==> src/rtl/twoff_tx_arbiter_pkg.sv <==
// twoff_tx_arbiter_pkg: shared definitions for the two-flop 4-phase transmit arbiter
// (state encodings and default data width).
package twoff_tx_arbiter_pkg;

    localparam int DATA_MSB = 7;

    typedef enum logic [1:0] {
        IDLE    = 2'd0,
        REQ_HI  = 2'd1,
        WAIT_LO = 2'd2
    } state_e;

endpackage

==> src/rtl/twoff_tx_arbiter_sync2.sv <==
// twoff_tx_arbiter_sync2: two-flop synchronizer with synchronous reset.
module twoff_tx_arbiter_sync2 #(
    parameter int W = 1
) (
    input  logic         clk,
    input  logic         reset,
    input  logic [W-1:0] d,
    output logic [W-1:0] q
);

    logic [W-1:0] s1_q;
    logic [W-1:0] s2_q;

    always_ff @(posedge clk) begin
        if (reset) begin
            s1_q <= '0;
            s2_q <= '0;
        end else begin
            s1_q <= d;
            s2_q <= s1_q;
        end
    end

    assign q = s2_q;

endmodule

==> src/rtl/twoff_tx_arbiter.sv <==
// twoff_tx_arbiter: round-robin arbiter feeding one 4-phase req/ack channel into another
// clock domain; all outputs come straight from flops.
module twoff_tx_arbiter #(
    parameter int NREQ     = 4,
    parameter int DATA_MSB = twoff_tx_arbiter_pkg::DATA_MSB
) (
    input  logic                         clk,
    input  logic                         reset,
    input  logic [NREQ-1:0]              src_valid,
    input  logic [NREQ*(DATA_MSB+1)-1:0] src_data,
    output logic [NREQ-1:0]              src_grant,
    output logic [NREQ-1:0]              src_done,
    output logic                         req,
    output logic [DATA_MSB:0]            data,
    input  logic                         ack,
    output logic                         busy
);

    import twoff_tx_arbiter_pkg::*;

    localparam int IW = (NREQ > 1) ? $clog2(NREQ) : 1;
    localparam int DW = DATA_MSB + 1;
    localparam logic [NREQ-1:0] ONE = {{(NREQ-1){1'b0}}, 1'b1};

    state_e          state_q;
    logic            ack_s;
    logic [IW-1:0]   last_q;
    logic [IW-1:0]   win;
    logic            found;
    int              idx;
    logic [NREQ-1:0] grant_q;
    logic [NREQ-1:0] done_q;
    logic            req_q;
    logic            busy_q;
    logic [DATA_MSB:0] data_q;

    twoff_tx_arbiter_sync2 #(.W(1)) u_sync2 (
        .clk   (clk),
        .reset (reset),
        .d     (ack),
        .q     (ack_s)
    );

    // Search starts one past the last winner so every source gets a turn.
    always_comb begin
        win   = last_q;
        found = 1'b0;
        idx   = 0;
        for (int i = 1; i <= NREQ; i++) begin
            idx = (int'(last_q) + i) % NREQ;
            if (!found && src_valid[idx[IW-1:0]]) begin
                found = 1'b1;
                win   = IW'(idx);
            end
        end
    end

    always_ff @(posedge clk) begin
        if (reset) begin
            state_q <= IDLE;
            req_q   <= 1'b0;
            busy_q  <= 1'b0;
            data_q  <= '0;
            grant_q <= '0;
            done_q  <= '0;
            last_q  <= IW'(NREQ - 1);
        end else begin
            grant_q <= '0;
            done_q  <= '0;
            case (state_q)
                // A still-high ack_s is a leftover from the previous handshake; wait it out.
                IDLE: if (found && !ack_s) begin
                    data_q  <= src_data[int'(win)*DW +: DW];
                    grant_q <= ONE << win;
                    last_q  <= win;
                    req_q   <= 1'b1;
                    busy_q  <= 1'b1;
                    state_q <= REQ_HI;
                end
                REQ_HI: if (ack_s) begin
                    req_q   <= 1'b0;
                    state_q <= WAIT_LO;
                end
                WAIT_LO: if (!ack_s) begin
                    done_q  <= ONE << last_q;
                    busy_q  <= 1'b0;
                    state_q <= IDLE;
                end
                default: state_q <= IDLE;
            endcase
        end
    end

    assign src_grant = grant_q;
    assign src_done  = done_q;
    assign req       = req_q;
    assign data      = data_q;
    assign busy      = busy_q;

endmodule
==> config.mk <==
export PLATFORM = sky130hd
export DESIGN_NAME = twoff_tx_arbiter
export DESIGN_NICKNAME = d
export VERILOG_FILES = /design/src/rtl/twoff_tx_arbiter_pkg.sv /design/src/rtl/twoff_tx_arbiter_sync2.sv /design/src/rtl/twoff_tx_arbiter.sv
export SDC_FILE = /design/constraint.sdc
export NUM_CORES = 1
export LEC_CHECK = 0
export CORE_MARGIN = 2
export CORE_UTILIZATION = 40
export CTS_BUF_LIST = sky130_fd_sc_hd__clkbuf_8
export CTS_CLUSTER_DIAMETER = 60
export DETAILED_ROUTE_END_ITERATION = 12
export HOLD_SLACK_MARGIN = 0.05
export MAX_ROUTING_LAYER = met4
export PLACE_DENSITY = 0.83
export SETUP_SLACK_MARGIN = 0.02
export SYNTH_ARGS = -nofsm -noshare
export SYNTH_HDL_FRONTEND = slang
export SYNTH_SLANG_ARGS = --single-unit
==> constraint.sdc <==
create_clock -name clk -period 4.2 [get_ports clk]
set_input_delay 0.63 -clock clk [delete_from_list [all_inputs] [get_ports clk]]
set_output_delay 0.63 -clock clk [all_outputs]
set_load 0.005 [all_outputs]
# Word level (Yosys, flattened, before mapping)
# Cells that the tools add are included.
# W data, S select, Z words.
[op_classes]
n_addsub = 4
mul = 0
div_mod_pow = 0
n_eq_ne = 5
order_cmp = 4
bitwise = 3
n_reduce_logical = 17
shift = 3
mux = 25
[op_table]
columns = ["operator", "count"]
rows = [
  ["$shiftx A32 B6 Y8", 1],
  ["$mux W2", 7],
  ["$lt A2 B3 Y1 const B", 4],
  ["$mux W1", 11],
  ["$reduce_and A3 Y1", 3],
  ["$bmux W1 S2", 4],
  ["$shl A1 B2 Y4 const A", 2],
  ["$pmux W2 S3", 1],
  ["$reduce_or A3 Y1", 2],
  ["$add A2 B1 Y2 const B", 2],
  ["$add A2 B2 Y2 const B", 2],
  ["$logic_and A1 B1 Y1", 4],
  ["$logic_not A1 Y1", 4],
  ["$ne A2 B2 Y1 const B", 2],
  ["$pmux W1 S2", 2],
  ["$reduce_bool A2 Y1", 2],
  ["$not A1 Y1", 3],
  ["$eq A2 B1 Y1 const B", 1],
  ["$eq A2 B2 Y1 const B", 1],
  ["$logic_not A2 Y1", 1],
  ["$ne A2 B1 Y1 const B", 1],
  ["$reduce_and A2 Y1", 1],
]
[totals]
mem_bits_rw = 0
latchBits = 0
mem_count = 0
rom_bits = 0
elab_cells = 70
output_inout_bits = 18
regBits = 24

# Logic depth before layout (Yosys ltp)
# Gate-level depths: netlist of the first run.
[depth]
depth_word = 16
mapped_depth = 7
ltp_nobuf = 5

# By module
# From an unflattened synthesis of the first run, not the netlist that was laid out.
[unflattened]
hier_cells = 124
hier_area_um2 = 1228.7
[by_module_without_submodules]
columns = ["mod", "area_per_inst_um2", "cells_each", "n_inst"]
rows = [
  ["twoff_tx_arbiter", 1176.1, 120, 1],
  ["twoff_tx_arbiter_sync2", 52.6, 4, 1],
]

# Least setup slack after synthesis of the first run
# No wires, ideal clock.
[synth_path]
kind = "input-to-reg"
from = "input port src_valid[1]"
to = "register data_q[0] (netlist: data[0])"
n_path_buf = 1
setup_time_ns = 0.073
arrival_ns = 1.755
stages = 6
setup_slack_ns = 2.372
cell_sequence = "or4_1 > nand3b_2 > nor2b_1 > clkbuf_2 > nand2_1 > o211ai_2"
[synth_between]
elab_chain_cells = 14
elab_cells_between_ends = 25
classes_between = "1 x shift; 16 x mux; 8 x reduce/logical"
[synth_rtl]
columns = ["item", "line", "source"]
rows = [
  ["start, declared", "twoff_tx_arbiter.sv:9", "input logic [NREQ-1:0] src_valid,"],
  ["parallel branches: the longest is 14 deep, another holds $bmux W1 S2", "n/a", ""],
  ["end signal, assigned", "twoff_tx_arbiter.sv:73", "data_q <= src_data[int'(win)*DW +: DW];"],
  ["end, declared", "twoff_tx_arbiter.sv:35", "logic [DATA_MSB:0] data_q;"],
]
# Several ways; the timed one is not identified. The select of a mux whose other input is x is not followed.
# A chain may end at the register's enable or synchronous reset.

# Worst setup path after layout of the first run
[layout_path]
from = "input port reset"
to = "register grant_q[0] (netlist: src_grant[0])"
[layout_between]
elab_chain_cells = 1
[layout_rtl]
columns = ["item", "line", "source"]
rows = [
  ["start, declared", "twoff_tx_arbiter.sv:8", "input logic reset,"],
  ["$reduce_or A3 Y1 (no line)", "n/a", ""],
  ["end signal, assigned", "twoff_tx_arbiter.sv:74", "grant_q <= ONE << win;"],
  ["end, declared", "twoff_tx_arbiter.sv:31", "logic [NREQ-1:0] grant_q;"],
]
# No other way between the ends.

==> flow_summary_export.csv, run 1 <==
group,metric,value,unit
sta,tightest_slew,826,ps
clock_network,cts_tree,"done",
floorplan,core,0.00303,mm^2
setup_path,end_kind,"flop",
floorplan,initial_core_util,0.417,
synthesis,yosysMostFrequentCell,"dfxtp_1",
outcome,status,"completed",
synthesis,async_flop_share,0,
pwr,intPower,435,uW
hold_path,min_path_type,"flop to flop",
sta,maxSlewHeadroom,0.447,
setup_path,crit_required,4370,ps
detailed_routing,vias,1141,
detailed_routing,dr.first_iter.drc_count,44,
pwr,power,599,uW
pwr,power.share.switching,0.274,
synthesis,synthFlopType,"dfxtp_1",
synthesis,yosysSeqAreaShare,0.381,
sta,hold_violations,0,
sta,rsz0062_at_grt,"false",
detailed_routing,viasPerCell,5.09,
place,hpwl,2420,um
synthesis,synth.distinct_cells,36,
grt,grt_pass1_vias,1091,
pwr,powerDensity,319,mW/mm^2
pwr,p_sw,164,uW
clock_network,postCtsHoldBufs,0,
place,place.gp.congestion,0.741,
synthesis,synth_warnings,0,
clock_network,cts_sinks,24,
hold_path,holdPathEnd,"u_sync2.q$_SDFF_PP0_",
cells_and_area,area_delta_synth_final,49.1,%
pwr,seq_power_share,0.444,
setup_path,arrival,2890,ps
place,placed_cell_area,0.00183,mm^2
clock_network,clk_latency,270,ps
detailed_routing,antenna_left,0,
grt,overflow,0,
floorplan,dieHeight,60.2,um
pwr,peakVddDrop,0.131,mV
sta,hold-worst-slack,448,ps
setup_path,critical_path.reg2reg.startpoint,"state_q[0]$_SDFFE_PP0P_",
synthesis,synth_edf_count,0,
floorplan,die-width,60.2,um
cells_and_area,nFillCells,258,
setup_path,r2r-end,"src_grant[0]$_SDFF_PP0_",
pwr,pwr-share-clk,0.265,
cells_and_area,nNetsFinal,220,
clock_network,cts_max_path_buffers,2,
grt,track_usage,0.183,
synthesis,avgSynthCellArea,9.86,um^2
synthesis,synth_area,0.00126,mm^2
grt,antenna_found_initial,0,
cells_and_area,diodes,0,
clock_network,h-tree-depth,1,
floorplan,dieArea,0.00362,mm^2
floorplan,io_pins,57,
cells_and_area,fin_util,0.621,
sta,fmax,367,MHz
job,max_cap_viol_count,0,
detailed_routing,first_pass_iters,4,
cells_and_area,layout-drive-gt1-share,0.150,
clock_network,cts_root_buffer,"clkbuf_8",
pwr,pwr-share-comb,0.291,
cells_and_area,final_cells,224,
pwr,p_leak,0.708,nW
hold_path,worstHoldStart,"u_sync2.s1_q$_SDFF_PP0_",
sta,period_needed,2720,ps
sta,worst_slack,1480,ps
place,dp_cells,220,
clock_network,cts-resized-gates,0,
detailed_routing,wire_per_inst,13.8,um
clock_network,numCtsBuffers,3,
clock_network,clk_pin_slew_worst_paths,90,ps
setup_path,cp_max_fo,18,
setup_path,start_kind,"input port",
synthesis,synth_top_area_cell,"dfxtp_1",
synthesis,synth_common_cells,"24 x dfxtp_1, 16 x nand3_1, 11 x nand2_1",
grt,grt_max_degree,21,
sta,final-setup-viol-count,0,
setup_path,ff2ff_path_depth,4,
synthesis,ys_seq_elements,24,
synthesis,synth_nets,167,
sta,tns,0,ps
clock_network,cts_setup_buffers,0,
detailed_routing,routed_wl,3100,um
synthesis,synth_area_leaders,"dfxtp_1 38%, mux2i_1 7.9%, o211ai_2 7.9%, nand3_1 6.3%, mux2_2 6.2%",
setup_path,r2r_slack,2020,ps
sta,fin_crit_sh,0.649,
sta,slew_violations,0,
detailed_routing,drc,0,
place,dp_slack,1190,ps
synthesis,synth_top_area_frac,0.381,
setup_path,critPathKind,"input port to flop",
floorplan,rows,20,
place,io_buffer_count,56,
hold_path,min_path_cells,1,
synthesis,synth_cells,128,
cells_and_area,fin_area,0.00188,mm^2
grt,grt_pass1_wl,4800,um
sta,fin_skew,2.49,ps
[state kept, by name, summed over array words and instances (netlist names)]
| name | count |
|---|---|
| last_q | 2 |
| req | 1 |
| src_done | 4 |
| busy | 1 |
| state_q | 2 |
| u_sync2.s1_q | 1 |
| src_grant | 4 |
| data | 8 |
| u_sync2.q | 1 |
[per-layer routing]
layer | wire length (um) | GRT usage | up-vias
met3 | 57 | 0.0130 | 6
met5 | 0 | - | -
met4 | 78 | 0.0952 | 0
met1 | 1240 | 0.201 | 548
li1 | - | - | 565
met2 | 1720 | 0.328 | 22
[logic make-up (layout without fill, tap and decap cells)]
group | count (synthesis) | count (layout) | share of synthesized area
and+or+nand+nor | 58 | 58 | 0.269
DFF | 24 | 24 | 0.381
muxes | 18 | 18 | 0.154
AOI/OAI and AO/OA | 17 | 17 | 0.137
buffers and inverters | 10 | 62 | 0.0535
xor gates and xnor gates | 1 | 1 | 0.00694
[critical path, cell delays in order]
cell and delay, ps:
clkdlybuf4s50_1 610, nor4b_4 820, nand2b_1 510, nor4_1 310
[worst max path at each step]
stage	from	endpoint	slack, ps	depth (start not counted)
after global routing	reset	src_grant[0]$_SDFF_PP0_	1280	4
final	reset	src_grant[0]$_SDFF_PP0_	1480	4
after detailed placement	reset	src_grant[0]$_SDFF_PP0_	1190	4
after CTS	reset	src_grant[0]$_SDFF_PP0_	1470	4
after global placement	reset	src_grant[0]$_SDFF_PP0_	1340	4
after floorplan	src_valid[1]	data[0]$_SDFFE_PP0P_	2370	6
[power groups by stage]
stage	Combinational [mW]	Sequential (mW)	Clock (mW)
6_report	0.174	0.266	0.159
5_1_grt	0.188	0.269	0.170
4_1_cts	0.176	0.266	0.163
3_5_place_dp	0.175	0.271	0
3_3_place_gp	0.171	0.269	0
2_1_floorplan	0.101	0.267	0
[placed cells by master, fill, tap and decap left out, drive strengths merged, types with 3 or more instances in the layout]
| cell | n |
|---|---|
| nor3 | 4 |
| nor2b | 4 |
| nor4 | 3 |
| a21oi | 3 |
| mux2i | 10 |
| clkdlybuf4s50 | 56 |
| dfxtp | 24 |
| mux2 | 8 |
| nand3 | 16 |
| nand2b | 4 |
| o211ai | 8 |
| nand2 | 11 |
| clkbuf | 4 |
| nor2 | 7 |
[area by class of cell]
cell class,instances,area [um^2],area share
clock buffer,4,55.1,0.0293
timing repair buffer,57,568,0.302
inverter,1,3.75,0.00199
multi-input combinational,94,719,0.382
sequential,24,480,0.255
tap,44,55.1,0.0293
(Power assumes the default switching activity.)
==> run 2, diff against run 1 <==
--- a/config.mk
+++ b/config.mk
@@ -6,7 +6,7 @@
 export NUM_CORES = 1
 export LEC_CHECK = 0
 export CORE_MARGIN = 2
-export CORE_UTILIZATION = 40
+export CORE_UTILIZATION = 38
 export CTS_BUF_LIST = sky130_fd_sc_hd__clkbuf_8
 export CTS_CLUSTER_DIAMETER = 60
 export DETAILED_ROUTE_END_ITERATION = 12
==> constraint.sdc (replaced) <==
create_clock -name clk -period 2.4 [get_ports clk]
set_input_delay 0.36 -clock clk [delete_from_list [all_inputs] [get_ports clk]]
set_output_delay 0.36 -clock clk [all_outputs]
set_load 0.005 [all_outputs]
==> flow_summary_export.csv, run 2 (synthesized netlist as in run 1, its figures left out) <==
group,metric,value,unit
detailed_routing,vias,1153,
sta,fmax,523,MHz
pwr,pwr-share-comb,0.320,
grt,grt_pass1_vias,1089,
floorplan,rows,20,
clock_network,clk_pin_slew_worst_paths,80,ps
setup_path,cp_max_fo,8,
hold_path,min_path_cells,1,
sta,maxSlewHeadroom,0.619,
place,place.gp.congestion,0.728,
pwr,power,1.03,mW
clock_network,cts_tree,"done",
detailed_routing,dr.first_iter.drc_count,18,
clock_network,cts_max_path_buffers,2,
detailed_routing,viasPerCell,5.03,
pwr,p_sw,284,uW
detailed_routing,first_pass_iters,4,
sta,fin_skew,0.581,ps
cells_and_area,seq_area,480,um^2
floorplan,core,0.00310,mm^2
sta,slew_violations,0,
place,io_buffer_count,56,
setup_path,crit_required,2600,ps
pwr,powerDensity,535,mW/mm^2
setup_path,start_kind,"input port",
cells_and_area,multiInputGateArea,719,um^2
hold_path,min_path_type,"flop to flop",
job,max_cap_viol_count,0,
pwr,intPower,746,uW
sta,tightest_slew,564,ps
pwr,power.share.switching,0.276,
pwr,peakVddDrop,0.218,mV
cells_and_area,diodes,0,
setup_path,ff2ff_path_depth,6,
clock_network,h-tree-depth,1,
pwr,pwr-share-clk,0.230,
detailed_routing,routed_wl,3150,um
clock_network,cts-resized-gates,0,
grt,antenna_found_initial,0,
clock_network,cts_root_buffer,"clkbuf_8",
clock_network,cts_setup_buffers,0,
clock_network,cts_sinks,24,
grt,overflow,0,
sta,tns,0,ps
detailed_routing,antenna_left,0,
sta,fin_crit_sh,0.797,
pwr,seq_power_share,0.451,
pwr,p_leak,0.734,nW
sta,final-setup-viol-count,0,
sta,worst_slack,488,ps
floorplan,dieHeight,61.6,um
grt,grt_max_degree,21,
floorplan,initial_core_util,0.407,
setup_path,arrival,2110,ps
cells_and_area,layout_common_cells,"56 x clkdlybuf4s50_1, 24 x dfxtp_1, 16 x nand3_1",
floorplan,die-width,61.6,um
cells_and_area,nFillCells,280,
outcome,status,"completed",
setup_path,end_kind,"flop",
sta,hold_violations,0,
cells_and_area,final_common_cell,"clkdlybuf4s50_1",
grt,track_usage,0.171,
floorplan,io_pins,57,
cells_and_area,nNetsFinal,226,
detailed_routing,wire_per_inst,13.7,um
clock_network,numCtsBuffers,3,
cells_and_area,largest_reg_flops,8,
sta,rsz0062_at_grt,"false",
detailed_routing,drc,0,
floorplan,dieArea,0.00380,mm^2
place,hpwl,2520,um
setup_path,critPathKind,"input port to flop",
clock_network,clk_latency,270,ps
sta,period_needed,1910,ps
place,dp_slack,222,ps
clock_network,postCtsHoldBufs,0,
grt,grt_pass1_wl,4680,um
cells_and_area,layout-drive-gt1-share,0.173,
cells_and_area,area_delta_synth_final,52.5,%
## run 2: cell count changes in the layout (fill, tap and decap cells not counted), sizes merged
cell and change:
clkbuf -1, buf +6
## run 2: worst max-delay path, cell delays in order
cell and delay, ps:
clkdlybuf4s50_1 500, or4_1 630, nand3b_2 160, nor2b_1 140
buf_4 160, nand2_1 90, o211ai_2 70
## run 2: worst paths after layout
| path | from | endpoint | slack [ps] |
|---|---|---|---|
| setup / recovery | src_valid[1] | data[5]$_SDFFE_PP0P_ | 490 |
| hold / removal | u_sync2.s1_q$_SDFF_PP0_ | u_sync2.q$_SDFF_PP0_ | 450 |
| setup reg to reg | last_q[1]$_SDFFE_PP1P_ | data[5]$_SDFFE_PP0P_ | 590 |
| hold reg to reg | u_sync2.s1_q$_SDFF_PP0_ | u_sync2.q$_SDFF_PP0_ | 450 |
## run 2: power groups by stage
| stage | combinational, mW | sequential [mW] | clock (mW) |
|---|---|---|---|
| 3_5_place_dp | 0.332 | 0.473 | 0 |
| 6_report | 0.329 | 0.464 | 0.237 |
| 5_1_grt | 0.353 | 0.470 | 0.251 |
| 2_1_floorplan | 0.176 | 0.467 | 0 |
| 3_3_place_gp | 0.321 | 0.471 | 0 |
| 4_1_cts | 0.334 | 0.465 | 0.237 |
## run 2: layer usage
metal	global-route usage	part of all wire	wire, um
met5	-	0	0
met4	0.0729	0.017	53
met3	0.0126	0.026	83
met2	0.308	0.56	1770
met1	0.193	0.39	1240
## run 2: area by class of cell
| class | count | share of cell area |
|---|---|---|
| clock buffers | 3 | 0.0214 |
| inverters | 1 | 0.00195 |
| well taps | 44 | 0.0286 |
| repair buffers | 63 | 0.325 |
| multi-input cells | 94 | 0.374 |
| flip-flops and latches | 24 | 0.250 |
## run 2: metrics by stage
stage | util | area (um^2) | hold slack [ps] | std cells
3_5_place_dp | 0.607 | 1880 | 425 | 226
5_1_grt | 0.621 | 1930 | 483 | 229
4_1_cts | 0.621 | 1930 | 451 | 229
6_report | 0.621 | 1930 | 454 | 229
3_3_place_gp | 0.607 | 1880 | 424 | 226
2_1_floorplan | - | 1260 | 414 | 128
